$ cat src/rtl/micro_regfile_sb.sv
// micro_regfile_sb
//   General-purpose register file with a write-pending scoreboard.
//   NRD combinational read ports with write-through bypass, one synchronous
//   write port, one busy bit per register set on issue and cleared on
//   writeback. Register 0 can be hardwired to zero (ZERO_REG=1).
//
// Ports
//   clk1      in   system clock, rising edge
//   rst_n     in   asynchronous active-low reset
//   rd_addr   in   NRD*AW     packed read addresses, port i at [i*AW +: AW]
//   rd_data   out  NRD*DATA_W packed read data, port i at [i*DATA_W +: DATA_W]
//   rd_busy   out  NRD        addressed register has a pending write
//   wr_en     in   writeback strobe
//   wr_addr   in   AW         writeback destination
//   wr_data   in   DATA_W     writeback value
//   iss_en    in   issue strobe, reserves a destination
//   iss_addr  in   AW         register to mark busy
//   busy_all  out  NREGS      registered scoreboard vector
module micro_regfile_sb #(
  parameter int DATA_W   = 32,
  parameter int NREGS    = 32,
  parameter int AW       = $clog2(NREGS),
  parameter int NRD      = 2,
  parameter int ZERO_REG = 1
) (
  input  logic                  clk1,
  input  logic                  rst_n,
  input  logic [NRD*AW-1:0]     rd_addr,
  output logic [NRD*DATA_W-1:0] rd_data,
  output logic [NRD-1:0]        rd_busy,
  input  logic                  wr_en,
  input  logic [AW-1:0]         wr_addr,
  input  logic [DATA_W-1:0]     wr_data,
  input  logic                  iss_en,
  input  logic [AW-1:0]         iss_addr,
  output logic [NREGS-1:0]      busy_all
);

  localparam logic [AW-1:0] ADDR_ZERO = '0;
  localparam logic          HAS_ZERO  = (ZERO_REG != 0);

  logic [DATA_W-1:0] r_regs [NREGS];
  logic [NREGS-1:0]  r_busy;

  logic              w_wr_ok;
  logic              w_iss_ok;
  logic [NREGS-1:0]  w_busy_nxt;

  // Writes and issues targeting the hardwired zero register are dropped.
  assign w_wr_ok  = wr_en  && !(HAS_ZERO && (wr_addr  == ADDR_ZERO));
  assign w_iss_ok = iss_en && !(HAS_ZERO && (iss_addr == ADDR_ZERO));

  // Clear is applied before set so a same-address issue keeps the bit high:
  // the newly issued producer owns the register.
  always_comb begin
    w_busy_nxt = r_busy;
    if (w_wr_ok) begin
      w_busy_nxt[wr_addr] = 1'b0;
    end
    if (w_iss_ok) begin
      w_busy_nxt[iss_addr] = 1'b1;
    end
  end

  always_ff @(posedge clk1 or negedge rst_n) begin
    if (!rst_n) begin
      for (int k = 0; k < NREGS; k++) begin
        r_regs[k] <= '0;
      end
      r_busy <= '0;
    end else begin
      if (w_wr_ok) begin
        r_regs[wr_addr] <= wr_data;
      end
      r_busy <= w_busy_nxt;
    end
  end

  // Read ports: zero register overrides bypass, bypass overrides storage.
  // rd_busy ignores a same-cycle issue; it only changes state after the edge.
  for (genvar g = 0; g < NRD; g++) begin : g_rd
    logic [AW-1:0] w_ra;
    logic          w_hit;
    logic          w_zero;

    assign w_ra   = rd_addr[g*AW +: AW];
    assign w_hit  = wr_en && (wr_addr == w_ra);
    assign w_zero = HAS_ZERO && (w_ra == ADDR_ZERO);

    assign rd_data[g*DATA_W +: DATA_W] = w_zero ? '0 :
                                         w_hit  ? wr_data :
                                                  r_regs[w_ra];
    assign rd_busy[g] = !w_zero && !w_hit && r_busy[w_ra];
  end

  assign busy_all = r_busy;

endmodule

$ cat config.mk
export PLATFORM = sky130hd
export DESIGN_NAME = micro_regfile_sb
export DESIGN_NICKNAME = d
export VERILOG_FILES = /design/src/rtl/micro_regfile_sb.sv
export SDC_FILE = /design/constraint.sdc
export NUM_CORES = 2
export LEC_CHECK = 0
export ABC_CLOCK_PERIOD_IN_PS = 4270
export CELL_PAD_IN_SITES_DETAIL_PLACEMENT = 1
export CELL_PAD_IN_SITES_GLOBAL_PLACEMENT = 1
export CORE_UTILIZATION = 35
export CTS_CLUSTER_SIZE = 10
export DETAILED_ROUTE_END_ITERATION = 16
export DONT_BUFFER_PORTS = 1
export GPL_TIMING_DRIVEN = 1
export PLACE_DENSITY = 0.56
export SYNTH_ARGS = -nofsm -noshare
export SYNTH_HDL_FRONTEND = slang
export SYNTH_SLANG_ARGS = --single-unit
$ cat constraint.sdc
create_clock -name clk1 -period 4.27 [get_ports clk1]
set_input_delay 0.854 -clock clk1 [delete_from_list [all_inputs] [get_ports clk1]]
set_output_delay 0.854 -clock clk1 [all_outputs]
set_load 0.005 [all_outputs]
After elaboration in Yosys (flattened, before gate mapping)
Cells that the tools add are included.
{"block": "word_totals", "ramBits": 0, "word_cells": 95, "latch_bits": 0, "out_inout_bits": 98, "regBits": 1056, "n_memories": 0, "input_bits": 56, "rom_bits": 0}
{"block": "op_classes", "n_eq_ne": 2, "mux": 23, "n_reduce_logical": 21, "shift": 0, "multipliers": 0, "n_bitwise": 6, "n_addsub": 0, "div_mod_pow": 0, "magnitude_cmp": 10}
{"operator": "$bwmux W1024", "n": 1}
{"operator": "$mux W32", "n": 11}
{"operator": "$bmux W32 S5", "n": 2}
{"operator": "$demux W32 S5", "n": 1}
{"operator": "$and A32 B32 Y32", "n": 1}
{"operator": "$not A32 Y32", "n": 1}
{"operator": "$or A32 B32 Y32", "n": 1}
{"operator": "$lt A5 B6 Y1 const B", "n": 4}
{"operator": "$logic_not A5 Y1", "n": 4}
{"operator": "$ge A6 B6 Y1 const B", "n": 3}
{"operator": "$not A5 Y6", "n": 3}
{"operator": "$logic_and A1 B1 Y1", "n": 11}
{"operator": "$bmux W1 S5", "n": 2}
{"operator": "$demux W1 S5", "n": 2}
{"operator": "$eq A5 B5 Y1", "n": 2}
{"operator": "$ge A5 B1 Y1 const B", "n": 2}
{"operator": "$logic_not A1 Y1", "n": 6}
{"operator": "$lt A6 B1 Y1 const B", "n": 1}
{"operator": "$mux W1", "n": 4}

Logic depth before layout (Yosys ltp)
{"block": "logic_depth", "depth_word": 9, "ltp_mapped": 10, "depth_no_buf": 5}

Worst setup path before layout
No wires, ideal clock.
{"block": "synth_path", "kind": "input-to-output", "startpoint": "input rd_addr[5]", "endpoint": "output rd_data[43]", "path_stages": 7, "required_ps": 3416, "t_arrival_ps": 2510, "path_buffers": 3, "path_slack_ps": 906, "cell_sequence": "buf_6 -> buf_6 -> buf_2 -> mux4_2 -> a22oi_1 -> nand2_1 -> a221o_1"}
{"block": "synth_via", "elab_chain_cells": 6, "elab_cells_between_ends": 9, "cone_classes": "1 x eq/ne; 5 x mux; 1 x bitwise; 2 x reduce/logical"}
{"item": "from (decl)", "line_no": "28", "rtl": "input logic [NRD*AW-1:0] rd_addr,"}
{"item": "$not A5 Y6 (implied by the code)", "line_no": "92", "rtl": "r_regs[w_ra];"}
{"item": "$bmux W32 S5", "line_no": "92"}
{"item": "$mux W32 (implied by the code) (2 in a row)", "line_no": "92"}
{"item": "$mux W32", "line_no": "91", "rtl": "w_hit ? wr_data :"}
{"item": "$mux W32 *", "line_no": "90", "rtl": "assign rd_data[g*DATA_W +: DATA_W] = w_zero ? '0 :"}
{"item": "to (decl)", "line_no": "29", "rtl": "output logic [NRD*DATA_W-1:0] rd_data,"}
Every way passes the cells marked *; elsewhere a longest branch is shown, timed or not. The select of a mux whose other input is x is not followed.

Worst setup path after layout
{"block": "layout_path", "startpoint": "input rd_addr[0]", "endpoint": "output rd_data[16]"}
Same word-level chain as after synthesis.

==> key figures <==
Timing
  – Final count of negative-setup-slack endpoints: 7
  – Clock Skews: 0 ps
  – Final WS setup: -140.1 ps
  – Period minus WS final: 4410 ps
  – Fin crit share: 103.3%
  – Fmax achieved: 0.2268 GHz
  – Final Hold Fails: 0
  – RSZ-0062 raised after global routing: false
  – Max Slew Vio Count: 61
  – Setup tns final: -618.8 ps
  – Rel. slew slack: -3.347%
  – Worst slew pin tran: 1550 ps

Logic synthesis
  – Sequential share of the synthesized area: 46.51%
  – Post-Syn Instances: 3837
  – Syn_nets: 3893
  – Synth area leader: dfrtp_1
  – Post-synth EDFFs: 0
  – Yosys cell types: 62
  – Ys async rst share: 100.0%
  – Synth Cell Area: 56820 um2
  – Post-synthesis register bit count: 1056
  – Most common flop cell mapped by yosys: dfrtp_1
  – YS warnings: 0
  – Largest cells by area after synthesis: dfrtp_1 47%, mux2_2 21%, mux4_2 20%
  – Synth top area share: 46.51%
  – Synth Area per Inst: 14.81 um2

Die
  – Die height: 404.9 um
  – Core ar.: 160900 um2
  – Die area: 164000 um2
  – # IOs: 154
  – Die X-Extent: 404.9 um
  – Cell Rows: 147
  – Initial Utilization: 35.30%

Place
  – GP Congestion: 0.7931
  – Detail Placement HPWL: 120700 um
  – Post-DP Area: 59180 um2
  – Port Buf Inserts: 0

Setup path
  – Critical Path End Type: primary output
  – Crit Path Max Fanout: 284
  – Data required, critical path: 3420 ps
  – Worst Path Arrival: 3560 ps
  – Setup crit start: rd_addr[0]
  – RR Startpoint: busy_all[17]
  – Flop2flop setup slack: 3440 ps
  – Setup crit start kind: input pin
  – Critical Setup Path Class: in2out

Finish
  – Nets: 3745
  – Util after Layout: 39.36%
  – Layout cell share with drive strength beyond 1: 50.94%
  – Commonest non-fill, non-tap cells in the layout: 1056 x dfrtp_1, 1039 x mux2_2, 492 x mux4_2, 143 x clkbuf_16, 118 x buf_4
  – Area Overhead vs Synth: 11.48%
  – Commonest non-fill, non-tap cell in the layout: dfrtp_1
  – Design area: 63340 um2

Global route
  – Grt ovf: 0
  – Number of global-route vias before repair: 38810
  – Total GRT Usage: 26.19%
  – Largest net degree at the start of global routing: 285
  – First-pass GRT wire length: 305800 um
  – Initial antenna violation count: 2

Detailed routing
  – Total vias in the final route: 36320
  – Antenna Violating Nets Remaining: 0
  – First-pass DRT Iterations: 5
  – Drc violations: 0
  – Drt total wl: 211800 um
  – Average wire per standard cell: 35.76 um
  – Via/cell ratio: 6.132
  – Iteration-0 DRC Markers: 3138

Run
  – Max-cap violations: 0

Status
  – Status: finished with violations
  – Failing checks: slew limit, setup timing

Clock tree
  – Max clock buf depth: 3
  – Worst-path clk slew: 50 ps
  – CTS Buf Count: 134
  – TritonCTS clock tree: done
  – CTS Sinks: 1056
  – Root Driver: clkbuf_16
  – Clock Latency Late Sink: 760 ps
  – # H-tree levels: 4

Pwr
  – P_leak: 26.86 nW
  – Pwr Density: 470.9 nW/um2
  – Power Total: 29.83 mW
  – Peak supply drop: 0.3183 mV

Min path
  – Hold WC Path Type: in2async
## per-layer routing
layer | routed length, um | global-route usage, % | up-vias | share of wire (%)
li1 | - | - | 14620 | -
met1 | 93270 | 36.32 | 20400 | 44
met2 | 99350 | 41.10 | 1015 | 47
met3 | 13160 | 5.617 | 284 | 6.2
met4 | 6014 | 7.768 | 0 | 2.8
met5 | 0 | 0 | - | 0
## sequential cells by signal (all words and copies together), names as in the netlist
| signal | flops |
|---|---|
| r_regs | 1024 |
| busy_all | 32 |
## synth_stat cells (16+ instances only)
cell / number
buf_2: 151
buf_1: 29
dfrtp_1: 1056
o221ai_1: 16
a32o_1: 22
nand2_1: 69
nand3_1: 23
buf_6: 24
a22oi_1: 53
a211oi_1: 41
buf_4: 37
mux2_2: 1039
a21oi_1: 31
clkbuf_1: 193
o22ai_1: 67
nor2b_1: 38
nor3_1: 71
mux4_2: 492
nor2_1: 79
mux2i_1: 93
o21ai_0: 16
a22o_1: 25
## path summary, 6_finish.rpt
path | end | cells after the start
setup / recovery | rd_data[16] | 6
hold / removal | r_regs[758] | 1
setup reg to reg | busy_all[17] | 1
hold reg to reg | r_regs[1004] | 0
max in group asynchronous | r_regs[197] | 3
min in group clk1 | busy_all[24] | 1
## per-stage QoR
step	std cells	hold slack, ps	setup WS, ps
detailed placement	5709	383.3	175.8
finish	5922	6.793	-140.1
global route	5921	113.3	8.774
floorplan	3837	441.3	906.2
CTS	5918	94.30	166.4
global placement	5708	377.7	137.5
## final cells by class
cell class              instances  area [um2]
multi-input cells            2330       28520
clock inverters                17       153.9
fillers                     16020       97590
flip-flops and latches       1056       26430
well taps                    2160        2703
repair buffers                150        1567
inverters                      17       63.81
clock buffers                 191        3909
diodes                          1       2.502
## cells by family after synthesis
kind of cell              share of synthesized area, %
AOI/OAI and AO/OA                                4.699
xor gates and xnor gates                        0.1541
buffers and inverters                            3.873
DFF                                              46.51
muxes                                            41.73
and+or+nand+nor                                  3.032
## repair_timing
item                                   CTS  global route
hold buffers                             1             0
endpoints found under the hold margin  152             0
setup buffers                            0             2
resized for setup                        0             5
setup endpoints to repair                0             7
## power breakdown
part | total (mW) | leakage [nW] | internal (mW) | switching (mW)
clock | 10.8 | 1.99 | 6.30 | 4.50
sequential | 13.4 | 13.5 | 11.9 | 1.48
combinational | 5.60 | 11.4 | 3.59 | 2.02
total | 29.8 | 26.9 | 21.8 | 8.00
## worst max-delay path, cell delays in order
cell and delay [ps]:
mux4_2 910, a22o_1 260, a221o_1 300, nor3_1 360
nor3_1 100, buf_4 150
Note: power is estimated with default switching activity, not from simulation.
